===== src/rtl/riscv_pkg.sv =====
// Shared RV32I decode types: ALU operator encoding, opcode constants and operand selects.
// Used by alu_decoder and alu_issue_stage.
package riscv_pkg;

   localparam int ALU_OP_W = 4;

   typedef enum logic [ALU_OP_W-1:0] {
      ALU_ADD  = 4'd0,
      ALU_SUB  = 4'd1,
      ALU_SLL  = 4'd2,
      ALU_SLT  = 4'd3,
      ALU_SLTU = 4'd4,
      ALU_XOR  = 4'd5,
      ALU_SRL  = 4'd6,
      ALU_SRA  = 4'd7,
      ALU_OR   = 4'd8,
      ALU_AND  = 4'd9,
      ALU_EQ   = 4'd10,
      ALU_NE   = 4'd11,
      ALU_LT   = 4'd12,
      ALU_GE   = 4'd13,
      ALU_LTU  = 4'd14,
      ALU_GEU  = 4'd15
   } alu_op_e;

   localparam logic [6:0] OPC_OP     = 7'b0110011;
   localparam logic [6:0] OPC_OP_IMM = 7'b0010011;
   localparam logic [6:0] OPC_LUI    = 7'b0110111;
   localparam logic [6:0] OPC_AUIPC  = 7'b0010111;
   localparam logic [6:0] OPC_BRANCH = 7'b1100011;
   localparam logic [6:0] OPC_JAL    = 7'b1101111;
   localparam logic [6:0] OPC_JALR   = 7'b1100111;

   typedef enum logic [1:0] {SEL_RS1, SEL_PC, SEL_ZERO} op_a_sel_e;
   typedef enum logic [1:0] {SEL_RS2, SEL_IMM, SEL_FOUR} op_b_sel_e;

   // Shared by OP and OP-IMM; alt selects SUB/SRA (funct7 bit 5).
   function automatic alu_op_e arith_op(input logic [2:0] funct3, input logic alt);
      alu_op_e op;
      op = ALU_ADD;
      case (funct3)
         3'b000:  op = alt ? ALU_SUB : ALU_ADD;
         3'b001:  op = ALU_SLL;
         3'b010:  op = ALU_SLT;
         3'b011:  op = ALU_SLTU;
         3'b100:  op = ALU_XOR;
         3'b101:  op = alt ? ALU_SRA : ALU_SRL;
         3'b110:  op = ALU_OR;
         default: op = ALU_AND;
      endcase
      return op;
   endfunction

endpackage


===== src/rtl/alu_decoder.sv =====
// Combinational RV32I decode of one instruction word into ALU operator, operand selects,
// immediate and writeback/branch/illegal flags.
module alu_decoder
   import riscv_pkg::*;
(
   input  logic [31:0] instr,
   output alu_op_e     operator,
   output op_a_sel_e   sel_a,
   output op_b_sel_e   sel_b,
   output logic [31:0] imm,
   output logic        rd_we,
   output logic        branch,
   output logic        illegal
);

   logic [6:0]  opcode;
   logic [2:0]  funct3;
   logic [6:0]  funct7;
   logic        rd_nonzero;
   logic [31:0] imm_i;
   logic [31:0] imm_u;
   logic [31:0] imm_sh;

   assign opcode     = instr[6:0];
   assign funct3     = instr[14:12];
   assign funct7     = instr[31:25];
   assign rd_nonzero = (instr[11:7] != 5'd0);
   assign imm_i      = {{20{instr[31]}}, instr[31:20]};
   assign imm_u      = {instr[31:12], 12'b0};
   assign imm_sh     = {27'b0, instr[24:20]};

   always_comb begin
      operator = ALU_ADD;
      sel_a    = SEL_RS1;
      sel_b    = SEL_RS2;
      imm      = 32'd0;
      rd_we    = 1'b0;
      branch   = 1'b0;
      illegal  = 1'b0;

      case (opcode)
         OPC_OP: begin
            operator = arith_op(funct3, funct7[5]);
            rd_we    = rd_nonzero;
            illegal  = !((funct7 == 7'h00) ||
                         ((funct7 == 7'h20) && ((funct3 == 3'b000) || (funct3 == 3'b101))));
         end
         OPC_OP_IMM: begin
            sel_b = SEL_IMM;
            rd_we = rd_nonzero;
            if (funct3 == 3'b001) begin
               operator = ALU_SLL;
               imm      = imm_sh;
               illegal  = (funct7 != 7'h00);
            end else if (funct3 == 3'b101) begin
               operator = funct7[5] ? ALU_SRA : ALU_SRL;
               imm      = imm_sh;
               illegal  = (funct7 != 7'h00) && (funct7 != 7'h20);
            end else begin
               operator = arith_op(funct3, 1'b0);
               imm      = imm_i;
            end
         end
         OPC_LUI: begin
            sel_a = SEL_ZERO;
            sel_b = SEL_IMM;
            imm   = imm_u;
            rd_we = rd_nonzero;
         end
         OPC_AUIPC: begin
            sel_a = SEL_PC;
            sel_b = SEL_IMM;
            imm   = imm_u;
            rd_we = rd_nonzero;
         end
         OPC_JAL, OPC_JALR: begin
            sel_a = SEL_PC;
            sel_b = SEL_FOUR;
            rd_we = rd_nonzero;
         end
         OPC_BRANCH: begin
            branch = 1'b1;
            case (funct3)
               3'b000:  operator = ALU_EQ;
               3'b001:  operator = ALU_NE;
               3'b100:  operator = ALU_LT;
               3'b101:  operator = ALU_GE;
               3'b110:  operator = ALU_LTU;
               3'b111:  operator = ALU_GEU;
               default: illegal  = 1'b1;
            endcase
         end
         default: illegal = 1'b1;
      endcase

      // Illegal instructions must never write back or redirect.
      if (illegal) begin
         operator = ALU_ADD;
         rd_we    = 1'b0;
         branch   = 1'b0;
      end
   end

endmodule


===== src/rtl/alu_issue_stage.sv =====
// ID->EX issue register feeding the ALU, with valid/ready handshake and flush.
// Define ALU_ISSUE_FWD_EN to bypass same-cycle writeback data onto rs1/rs2.
module alu_issue_stage
   import riscv_pkg::*;
#(
   parameter logic [31:0] RESET_PC = 32'h0000_0000
)
(
   input  logic        clk,
   input  logic        rst_n,
   input  logic        id_valid,
   output logic        id_ready,
   input  logic [31:0] id_instr,
   input  logic [31:0] id_pc,
   input  logic [31:0] rs1_data,
   input  logic [31:0] rs2_data,
   input  logic        flush,
   input  logic        wb_we,
   input  logic [4:0]  wb_rd,
   input  logic [31:0] wb_data,
   output logic        ex_valid,
   input  logic        ex_ready,
   output alu_op_e     ex_operator,
   output logic [31:0] ex_operand_a,
   output logic [31:0] ex_operand_b,
   output logic [4:0]  ex_rd,
   output logic        ex_rd_we,
   output logic        ex_branch,
   output logic        ex_illegal,
   output logic [31:0] ex_pc
);

   alu_op_e     dec_operator;
   op_a_sel_e   sel_a;
   op_b_sel_e   sel_b;
   logic [31:0] imm;
   logic        dec_rd_we;
   logic        dec_branch;
   logic        dec_illegal;
   logic [31:0] rs1_val;
   logic [31:0] rs2_val;
   logic [31:0] operand_a;
   logic [31:0] operand_b;
   logic        load;

   alu_decoder u_decoder (
      .instr    (id_instr),
      .operator (dec_operator),
      .sel_a    (sel_a),
      .sel_b    (sel_b),
      .imm      (imm),
      .rd_we    (dec_rd_we),
      .branch   (dec_branch),
      .illegal  (dec_illegal)
   );

`ifdef ALU_ISSUE_FWD_EN
   assign rs1_val = (wb_we && (wb_rd != 5'd0) && (wb_rd == id_instr[19:15])) ? wb_data : rs1_data;
   assign rs2_val = (wb_we && (wb_rd != 5'd0) && (wb_rd == id_instr[24:20])) ? wb_data : rs2_data;
`else
   logic unused_wb;
   assign unused_wb = ^{wb_we, wb_rd, wb_data};
   assign rs1_val   = rs1_data;
   assign rs2_val   = rs2_data;
`endif

   always_comb begin
      operand_a = rs1_val;
      case (sel_a)
         SEL_PC:   operand_a = id_pc;
         SEL_ZERO: operand_a = 32'd0;
         default:  operand_a = rs1_val;
      endcase
      operand_b = rs2_val;
      case (sel_b)
         SEL_IMM:  operand_b = imm;
         SEL_FOUR: operand_b = 32'd4;
         default:  operand_b = rs2_val;
      endcase
   end

   assign id_ready = ~ex_valid | ex_ready;
   assign load     = id_valid & id_ready & ~flush;

   // Payload only changes on load, so it stays stable while EX stalls.
   always_ff @(posedge clk) begin
      if (!rst_n) begin
         ex_valid     <= 1'b0;
         ex_operator  <= ALU_ADD;
         ex_operand_a <= 32'd0;
         ex_operand_b <= 32'd0;
         ex_rd        <= 5'd0;
         ex_rd_we     <= 1'b0;
         ex_branch    <= 1'b0;
         ex_illegal   <= 1'b0;
         ex_pc        <= RESET_PC;
      end else if (flush) begin
         ex_valid <= 1'b0;
      end else if (load) begin
         ex_valid     <= 1'b1;
         ex_operator  <= dec_operator;
         ex_operand_a <= operand_a;
         ex_operand_b <= operand_b;
         ex_rd        <= id_instr[11:7];
         ex_rd_we     <= dec_rd_we;
         ex_branch    <= dec_branch;
         ex_illegal   <= dec_illegal;
         ex_pc        <= id_pc;
      end else if (ex_ready) begin
         ex_valid <= 1'b0;
      end
   end

endmodule


===== config.mk =====
export PLATFORM = sky130hd
export DESIGN_NAME = alu_issue_stage
export DESIGN_NICKNAME = d
export VERILOG_FILES = /design/src/rtl/riscv_pkg.sv /design/src/rtl/alu_decoder.sv /design/src/rtl/alu_issue_stage.sv
export SDC_FILE = /design/constraint.sdc
export NUM_CORES = 1
export LEC_CHECK = 0
export CAP_MARGIN = 20
export CORE_ASPECT_RATIO = 1.75
export CORE_UTILIZATION = 42
export CTS_CLUSTER_DIAMETER = 50
export DETAILED_ROUTE_END_ITERATION = 10
export PLACE_DENSITY = 0.93
export SLEW_MARGIN = 40
export SYNTH_ARGS = -nofsm -noshare
export SYNTH_HDL_FRONTEND = slang
export SYNTH_SLANG_ARGS = --single-unit

===== constraint.sdc =====
create_clock -name clk -period 4.9 [get_ports clk]
set_clock_uncertainty 0.2 [all_clocks]
set_input_delay 0.98 -clock clk [delete_from_list [all_inputs] [get_ports clk]]
set_output_delay 0.98 -clock clk [all_outputs]
set_load 0.02 [all_outputs]

==> results.toml, run 1 <==
[grt]
grt_max_degree = 70
grt_pass1_wl_um = 24800
grt.busiest_layer = "met2"
grt.total_usage_pct = 25.2
grtUsageMet3_pct = 4.33
antenna_found_initial = 0
grt-ovfl-total = 0
gr-usage-met1_pct = 26.3
globalRouteMet2Util_pct = 46.0
grt_pass1_vias = 4928

[sta]
period_share_pct = 78.0
worst_pin_slew_ns = 0.735
min_period_ns = 3.82
hold_viol = 0
slew_headroom_pct = 51.0
fmax_mhz = 262
setup_viol = 0
tns_ns = 0
rsz0062_at_grt = "no"
maxSlewViolCount = 0

[floorplanning]
die-width_um = 85.7
core.rowCount = 53
pin_count = 281
dieArea_mm2 = 0.0127
core-area_mm2 = 0.0120
die_h_um = 148
start_util_pct = 42.9

[critical_path]
critPathMaxStageDelay_ns = 0.50
crit_required_ns = 4.97
cp-end-kind = "flip-flop"
worstSetupStartpointType = "primary input"
crit_type = "in2reg"
crit_top_cell = "a21oi_4"
crit_path_cell_trace = "clkdlybuf4s50_1 -> nor3b_1 -> nand4_1 -> o21ai_0 -> ha_1 -> nand2b_1 -> nor4_4 -> and2b_4 -> a21oi_4 -> buf_8 -> buf_16 -> a21oi_4"
cpMaxStageDelayCell = "clkdlybuf4s50_1"
arrival_ns = 3.89
critPathMaxFanout = 8

[power]
pwr-share-seq_pct = 44.8
comb_power_share_pct = 22.0
p_clk_share_pct = 33.2
p_total_mw = 2.14
internal_power_mw = 1.55
p_leak_nw = 3.14
p_sw_uw = 593
ir_drop_v = 0.000166
powerDensity_mw_per_mm2 = 269
p_sw_share_pct = 27.6

[synth]
synth_top_area_share_pct = 42.4
async_flop_share_pct = 0
yosysTopAreaCell = "dfxtp_1"
synth_area_leaders = "dfxtp_1 (42%), nand2_1 (11%), a21oi_4 (6.6%)"
seq_area_frac_synth_pct = 42.4
synth_edf_count = 0
ys_ff_latch = 109
synth-main-ff-cell = "dfxtp_1"
syn_area_per_cell_um2 = 8.89
syn-num-nets = 753
synth_area_mm2 = 0.00515
yosysWarnings = 0
synth.distinct_cells = 49
synthCells = 579

[final_layout]
antenna_cells = 0
seq_area_mm2 = 0.00218
fill_cells = 922
most-common-layout-cells = "clkdlybuf4s50_1 (241), nand2_1 (145), dfxtp_1 (109)"
fin_nets = 966
area_growth_pct = 54.5
layout_commonest_cell = "clkdlybuf4s50_1"
drive_gt1_share_pct = 7.65
multiInputGateArea_mm2 = 0.00270
finalInstanceArea_mm2 = 0.00796

[run_status]
status = "finished clean"

[clock_tree]
ctsResizeCount = 0
cts_hold_buf = 0
cts_htree_levels = 3
cts_tree = "done"
post_cts_buffers = 0
clk_pin_slew_ns = 0.07
clkLatencyLatePin_ns = 0.33
cts_made_buffers = 9
clock_sinks = 109
cts_root_buf = "clkbuf_16"
cts_max_path_buffers = 2

[route]
routedWlPerCell_um = 17.1
wl_um = 16500
ant_nets = 0
first_pass_iters = 4
routed_via_density = 5.44
via_count = 5230
drc = 0
drtIter0Drc = 211

[place]
portBuffers = 242
dpl-instance-area_mm2 = 0.00767
hpwl_um = 12000
gp_congestion = 0.872

[flow_run]
drv_cap = 0

[hold_path]
hold_path.class = "reg2reg"
[final timing paths]
check / startpoint / end / slack [ns] / depth (start not counted)
max reg2reg: ex_valid / ex_operator[3] / 2.61 / 6
max: id_instr[4] / ex_operand_b[14] / 1.08 / 12
min: ex_rd[1] / ex_rd[1] / 0.25 / 2
min reg2reg: ex_rd[1] / ex_rd[1] / 0.25 / 2
[per-stage QoR]
step | hold slack (ns) | instances | utilization, % | worst slack, ns
floorplan | 0.332 | 579 | - | 1.64
global placement | 0.239 | 944 | 63.5 | 0.533
detailed placement | 0.244 | 946 | 63.9 | 0.718
CTS | 0.255 | 962 | 66.3 | 1.10
global route | 0.270 | 962 | 66.3 | 0.893
finish | 0.252 | 962 | 66.3 | 1.08
[kinds of logic (layout without fill, tap and decap cells)]
family	count (synthesis)	after routing	share of synthesized area, %
flip-flops	109	109	42.4
buffers and inverters	59	277	5.34
XOR/XNOR	1	1	0.170
AO/OA/AOI/OAI	214	214	34.9
adder cells (fa/ha/maj)	3	3	0.729
AND/OR/NAND/NOR	193	193	16.5
[power groups by stage]
stage / registers (mW) / logic [mW] / clock network, mW
2_1_floorplan: 1.04 / 0.157 / 0
3_3_place_gp: 0.980 / 0.461 / 0
3_5_place_dp: 0.981 / 0.472 / 0
4_1_cts: 0.961 / 0.474 / 0.732
5_1_grt: 0.967 / 0.501 / 0.763
6_report: 0.961 / 0.471 / 0.711
[metal layers]
layer | up-vias | part of all wire, % | wire (um)
li1 | 2497 | - | -
met1 | 2455 | 36 | 5980
met2 | 222 | 53 | 8640
met3 | 56 | 5.5 | 902
met4 | 0 | 5.7 | 931
met5 | - | 0 | 0
[synth_stat cells, drive strengths merged (3+ instances only)]
| cell type | n |
|---|---|
| nand2 | 145 |
| a21oi | 28 |
| inv | 5 |
| o21ai | 39 |
| dfxtp | 109 |
| o211a | 33 |
| ha | 3 |
| a21boi | 38 |
| a221oi | 10 |
| buf | 17 |
| a32o | 5 |
| a22oi | 20 |
| clkbuf | 37 |
| nand3 | 4 |
| nor2 | 13 |
| nor2b | 6 |
| nand2b | 5 |
| o211ai | 32 |
| nand4 | 4 |
| nor3 | 3 |
[flip-flops by register name, summed over array words and instances, names as in the netlist]
register	flops
ex_rd_we	1
ex_illegal	1
ex_branch	1
ex_operator	4
ex_pc	32
ex_operand_a	32
ex_operand_b	32
ex_valid	1
ex_rd	5
[area by class of cell]
cell class	instances	area share, %
multi-input cells	411	33.9
clock inverters	6	0.660
repair buffers	256	32.2
flip-flops and latches	109	27.4
clock buffers	10	3.00
inverters	5	0.236
well taps	165	2.59
[worst max-delay path, delay by kind of cell]
family	cells	cell delay, ns
buf+inv	3	0.84
simple gates	5	1.35
compound gates	3	0.43
fa+ha+maj	1	0.29
Power figures use the tool's default switching activity.
==> run 2, diff against run 1 <==
--- a/config.mk
+++ b/config.mk
@@ -7,10 +7,10 @@
 export LEC_CHECK = 0
 export CAP_MARGIN = 20
 export CORE_ASPECT_RATIO = 1.75
-export CORE_UTILIZATION = 42
+export CORE_UTILIZATION = 39
 export CTS_CLUSTER_DIAMETER = 50
 export DETAILED_ROUTE_END_ITERATION = 10
-export PLACE_DENSITY = 0.93
+export PLACE_DENSITY = 0.88
 export SLEW_MARGIN = 40
 export SYNTH_ARGS = -nofsm -noshare
 export SYNTH_HDL_FRONTEND = slang
==> constraint.sdc (replaced) <==
create_clock -name clk -period 3.8 [get_ports clk]
set_clock_uncertainty 0.2 [all_clocks]
set_input_delay 0.76 -clock clk [delete_from_list [all_inputs] [get_ports clk]]
set_output_delay 0.76 -clock clk [all_outputs]
set_load 0.02 [all_outputs]
==> results.toml, run 2 (synthesized netlist as in run 1, its figures left out) <==
[run_status]
status = "finished clean"

[hold_path]
hold_path.class = "reg2reg"
holdPathStages = 2
hold_end = "ex_pc[17]"
worstHoldStart = "ex_pc[17]"

[sta]
hold_viol = 0
setup_viol = 0
holdWs_ns = 0.252
worst_pin_slew_ns = 0.657
tns_ns = 0
slew_headroom_pct = 55.8
fmax_mhz = 298
period_share_pct = 88.3
rsz0062_at_grt = "no"
maxSlewViolCount = 0
min_period_ns = 3.36

[clock_tree]
cts_made_buffers = 9
clock_sinks = 109
post_cts_buffers = 0
cts_htree_levels = 3
ctsResizeCount = 0
cts_root_buf = "clkbuf_16"
cts_max_path_buffers = 2
cts_tree = "done"
clkLatencyLatePin_ns = 0.33
cts_hold_buf = 0
clk_pin_slew_ns = 0.07

[final_layout]
antenna_cells = 0
fin_nets = 971
drive_gt1_share_pct = 8.23
top_regs = "ex_operand_a x32, ex_operand_b x32, ex_pc x32"
finalInstanceArea_mm2 = 0.00803
post-route-util_pct = 62.0
most-common-layout-cells = "clkdlybuf4s50_1 (241), nand2_1 (145), dfxtp_1 (109)"
area_growth_pct = 55.9
layout_commonest_cell = "clkdlybuf4s50_1"

[grt]
grt.total_usage_pct = 23.6
grt-ovfl-total = 0
grt_pass1_vias = 5045
grt_max_degree = 91
antenna_found_initial = 0
grt_pass1_wl_um = 25100

[route]
routed_via_density = 5.34
drtIter0Drc = 205
first_pass_iters = 4
drc = 0
via_count = 5192
ant_nets = 0
wl_um = 16100
routedWlPerCell_um = 16.6

[power]
powerDensity_mw_per_mm2 = 353
ir_drop_v = 0.000256
p_leak_nw = 3.18

[place]
hpwl_um = 11800
portBuffers = 242
dpl-instance-area_mm2 = 0.00771
gp_congestion = 0.903

[flow_run]
drv_cap = 0

[floorplanning]
core-area_mm2 = 0.0129
start_util_pct = 39.8
core.rowCount = 55
pin_count = 281
dieArea_mm2 = 0.0137
die_h_um = 154
die-width_um = 88.9

[critical_path]
regToRegEndpoint = "ex_operand_b[11]"
r2r.worst_path.cells = 5
rrSetupSlack_ns = 1.59
crit_required_ns = 3.83
critPathMaxFanout = 15
cp-end-kind = "flip-flop"
arrival_ns = 3.39
crit_type = "in2reg"
worstSetupStartpointType = "primary input"
worstReg2RegStart = "ex_valid"
critPathLaunch = "id_instr[2]"
==> run 2: report_power, final <==
part           total, mW  leakage [nW]  internal (mW)  switching [mW]
combinational      0.606          2.13          0.318           0.288
sequential          1.24         0.895           1.21          0.0307
clock              0.986         0.156          0.543           0.443
==> run 2: layout make-up <==
type                       count  area, um^2
sequential                   109        2180
timing repair buffer         261        2600
fill                        1086        4910
clock buffer                  10         239
inverter                       5        18.8
clock inverter                 6        76.3
multi-input combinational    411        2700
tap                          171         214
==> run 2: stage by stage <==
step	cells	setup slack (ns)	power [mW]
2_1_floorplan	579	0.764	1.55
3_3_place_gp	957	0.133	1.86
3_5_place_dp	957	0.0701	1.87
4_1_cts	973	0.444	2.85
5_1_grt	973	0.283	2.96
6_report	973	0.443	2.83
==> run 2: worst max-delay path by stage <==
stage / to
6_report: ex_operand_b[11]
5_1_grt: ex_operand_b[11]
4_1_cts: ex_operand_b[11]
3_5_place_dp: ex_operand_b[11]
3_3_place_gp: ex_operand_b[11]
2_1_floorplan: ex_operand_b[12]
==> run 2: metal layers <==
layer / GRT usage, % / share of wire, % / wire (um) / up-vias
met4: 12.7 / 4.8 / 772 / 0
met3: 4.35 / 5.4 / 876 / 48
li1: - / - / - / 2508
met1: 24.7 / 37 / 5920 / 2426
met5: 0 / 0 / 0 / -
met2: 42.9 / 53 / 8540 / 210
==> run 2: worst max-delay path, stage by stage <==
cell             delay [ns]
clkdlybuf4s50_1        0.51
and4bb_2               0.28
nand2_1                0.13
o21ai_0                0.12
ha_1                   0.31
nand2b_1               0.17
nor4_4                 0.05
and2b_4                0.21
a21oi_4                0.47
buf_12                 0.28
a21oi_1                0.08
==> run 3, diff against run 2 <==
--- a/config.mk
+++ b/config.mk
@@ -7,11 +7,13 @@
 export LEC_CHECK = 0
 export CAP_MARGIN = 20
 export CORE_ASPECT_RATIO = 1.75
-export CORE_UTILIZATION = 39
+export CORE_UTILIZATION = 44
 export CTS_CLUSTER_DIAMETER = 50
+export CTS_CLUSTER_SIZE = 8
 export DETAILED_ROUTE_END_ITERATION = 10
-export PLACE_DENSITY = 0.88
+export PLACE_DENSITY = 0.94
 export SLEW_MARGIN = 40
 export SYNTH_ARGS = -nofsm -noshare
 export SYNTH_HDL_FRONTEND = slang
+export SYNTH_HIERARCHICAL = 1
 export SYNTH_SLANG_ARGS = --single-unit
==> constraint.sdc (replaced) <==
create_clock -name clk -period 4.3 [get_ports clk]
set_clock_uncertainty 0.2 [all_clocks]
set_input_delay 0.86 -clock clk [delete_from_list [all_inputs] [get_ports clk]]
set_output_delay 0.86 -clock clk [all_outputs]
set_load 0.02 [all_outputs]
==> results.toml, run 3 <==
[critical_path]
cpMaxStageDelayCell = "clkdlybuf4s50_1"
crit_path_cell_trace = "clkdlybuf4s50_1 -> nand4b_2 -> nor2_1 -> and2_1 -> or2_2 -> inv_1 -> ha_1 -> nor2b_2 -> buf_4 -> a22oi_1 -> a211oi_1"
worstSetupStartpointType = "primary input"
cp-end-kind = "flip-flop"
arrival_ns = 3.49
crit_required_ns = 4.35
critPathMaxStageDelay_ns = 0.47
crit_type = "in2reg"
critPathMaxFanout = 30

[floorplanning]
core.rowCount = 53
die_h_um = 150
core-area_mm2 = 0.0121
die-width_um = 86.8
pin_count = 281
dieArea_mm2 = 0.0131
start_util_pct = 45.7

[final_layout]
antenna_cells = 0
finalInstanceArea_mm2 = 0.00814
area_growth_pct = 46.9
layout_commonest_cell = "clkdlybuf4s50_1"
most-common-layout-cells = "clkdlybuf4s50_1 (242), dfxtp_1 (109), a21oi_1 (108)"
fill_cells = 947
post-route-util_pct = 67.1
drive_gt1_share_pct = 5.81
fin_nets = 1013
fin_cells = 1008
top_regs = "ex_operand_a x32, ex_operand_b x32, ex_pc x32"

[power]
p_sw_share_pct = 28.1
p_total_mw = 2.43
comb_power_share_pct = 22.4
powerDensity_mw_per_mm2 = 298
p_clk_share_pct = 32.4
pwr-share-seq_pct = 45.2
p_sw_uw = 683
internal_power_mw = 1.74
p_leak_nw = 2.94
ir_drop_v = 0.000185

[route]
drc = 0
routed_via_density = 5.90
via_count = 5945
routedWlPerCell_um = 18.3
first_pass_iters = 5
drtIter0Drc = 335
wl_um = 18400
ant_nets = 0

[synth]
yosysTopAreaCell = "dfxtp_1"
synth_top_area_share_pct = 39.4
yosysWarnings = 6
synthTopCellsByCount = "dfxtp_1 (109), a21oi_1 (108), nand3_1 (45), nand2_1 (37), o21ai_0 (37)"
synth_area_mm2 = 0.00554
synth-main-ff-cell = "dfxtp_1"
syn-num-nets = 822
yosysMostFrequentCell = "dfxtp_1"
syn_area_per_cell_um2 = 8.55
synthCells = 648
async_flop_share_pct = 0
synth_edf_count = 0
ys_ff_latch = 109
synth.distinct_cells = 55
seq_area_frac_synth_pct = 39.4
synth_area_leaders = "dfxtp_1 (39%), a21oi_1 (9.8%), a311oi_1 (5.2%)"

[place]
hpwl_um = 12600
place_ws_ns = 0.507
dpl-instance-area_mm2 = 0.00787
portBuffers = 242
placedCellCount = 993
gp_congestion = 0.953

[clock_tree]
clkLatencyLatePin_ns = 0.34
cts_made_buffers = 9
clock_sinks = 109
cts_htree_levels = 3
cts_root_buf = "clkbuf_16"
post_cts_buffers = 0
clk_pin_slew_ns = 0.07
cts_hold_buf = 0
cts_max_path_buffers = 2
ctsResizeCount = 0
cts_tree = "done"

[sta]
rsz0062_at_grt = "no"
min_period_ns = 3.45
tns_ns = 0
setup_viol = 0
holdWs_ns = 0.276
maxSlewViolCount = 0
fmax_mhz = 290
slew_headroom_pct = 42.6
fin_ws_ns = 0.854
period_share_pct = 80.1
hold_viol = 0
worst_pin_slew_ns = 0.861

[grt]
grt-ovfl-total = 0
grt_pass1_wl_um = 28100
grt_pass1_vias = 5614
grt_max_degree = 109
grt.total_usage_pct = 27.3
antenna_found_initial = 0

[hold_path]
hold_path.class = "reg2reg"

[flow_run]
drv_cap = 0

[run_status]
status = "finished clean"
## run 3: power groups by stage
stage	Sequential (mW)	Clock, mW	Combinational, mW
finish	1.10	0.787	0.543
floorplan	1.19	0	0.188
detailed placement	1.12	0	0.542
global placement	1.12	0	0.534
CTS	1.10	0.805	0.543
global route	1.10	0.837	0.577
## run 3: path summary, 6_finish.rpt
path	startpoint	endpoint	slack, ns	depth (start not counted)
max	id_instr[6]	ex_operand_b[25]	0.85	11
min	ex_pc[19]	ex_pc[19]	0.28	2
max reg2reg	ex_valid	ex_operand_a[28]	2.38	5
min reg2reg	ex_pc[19]	ex_pc[19]	0.28	2
## run 3: per-layer routing
metal	GRT usage (%)	vias to the layer above	share of wire (%)	wire length, um
met4	17.9	0	5.7	1050
li1	-	2802	-	-
met5	0	-	0	0
met1	30.6	2787	36	6680
met3	3.29	67	5.8	1070
met2	47.7	289	52	9650
## run 3: cells by family (layout without fill, tap and decap cells)
logic type	Yosys count	count (layout)	share of synthesized area, %
and+or+nand+nor	169	169	18.2
AOI/OAI and AO/OA	282	282	32.6
adders and majority gates	3	3	0.678
DFF	109	109	39.4
xor gates and xnor gates	1	1	0.158
buffers and inverters	84	279	8.99
## run 3: critical path, delay by kind of cell
kind	cells	cell delay, ns
adders and majority gates	1	0.30
AOI/OAI and AO/OA	2	0.41
buffers and inverters	3	0.82
and+or+nand+nor	5	1.08
## run 3: cell type report
| type | instances | area, um^2 | share of cell area [%] |
|---|---|---|---|
| clock buffers | 9 | 225 | 2.77 |
| clock inverters | 6 | 48.8 | 0.600 |
| inverters | 7 | 32.5 | 0.400 |
| multi-input cells | 455 | 2870 | 35.2 |
| flip-flops and latches | 109 | 2180 | 26.8 |
| well taps | 165 | 206 | 2.54 |
| repair buffers | 257 | 2580 | 31.7 |
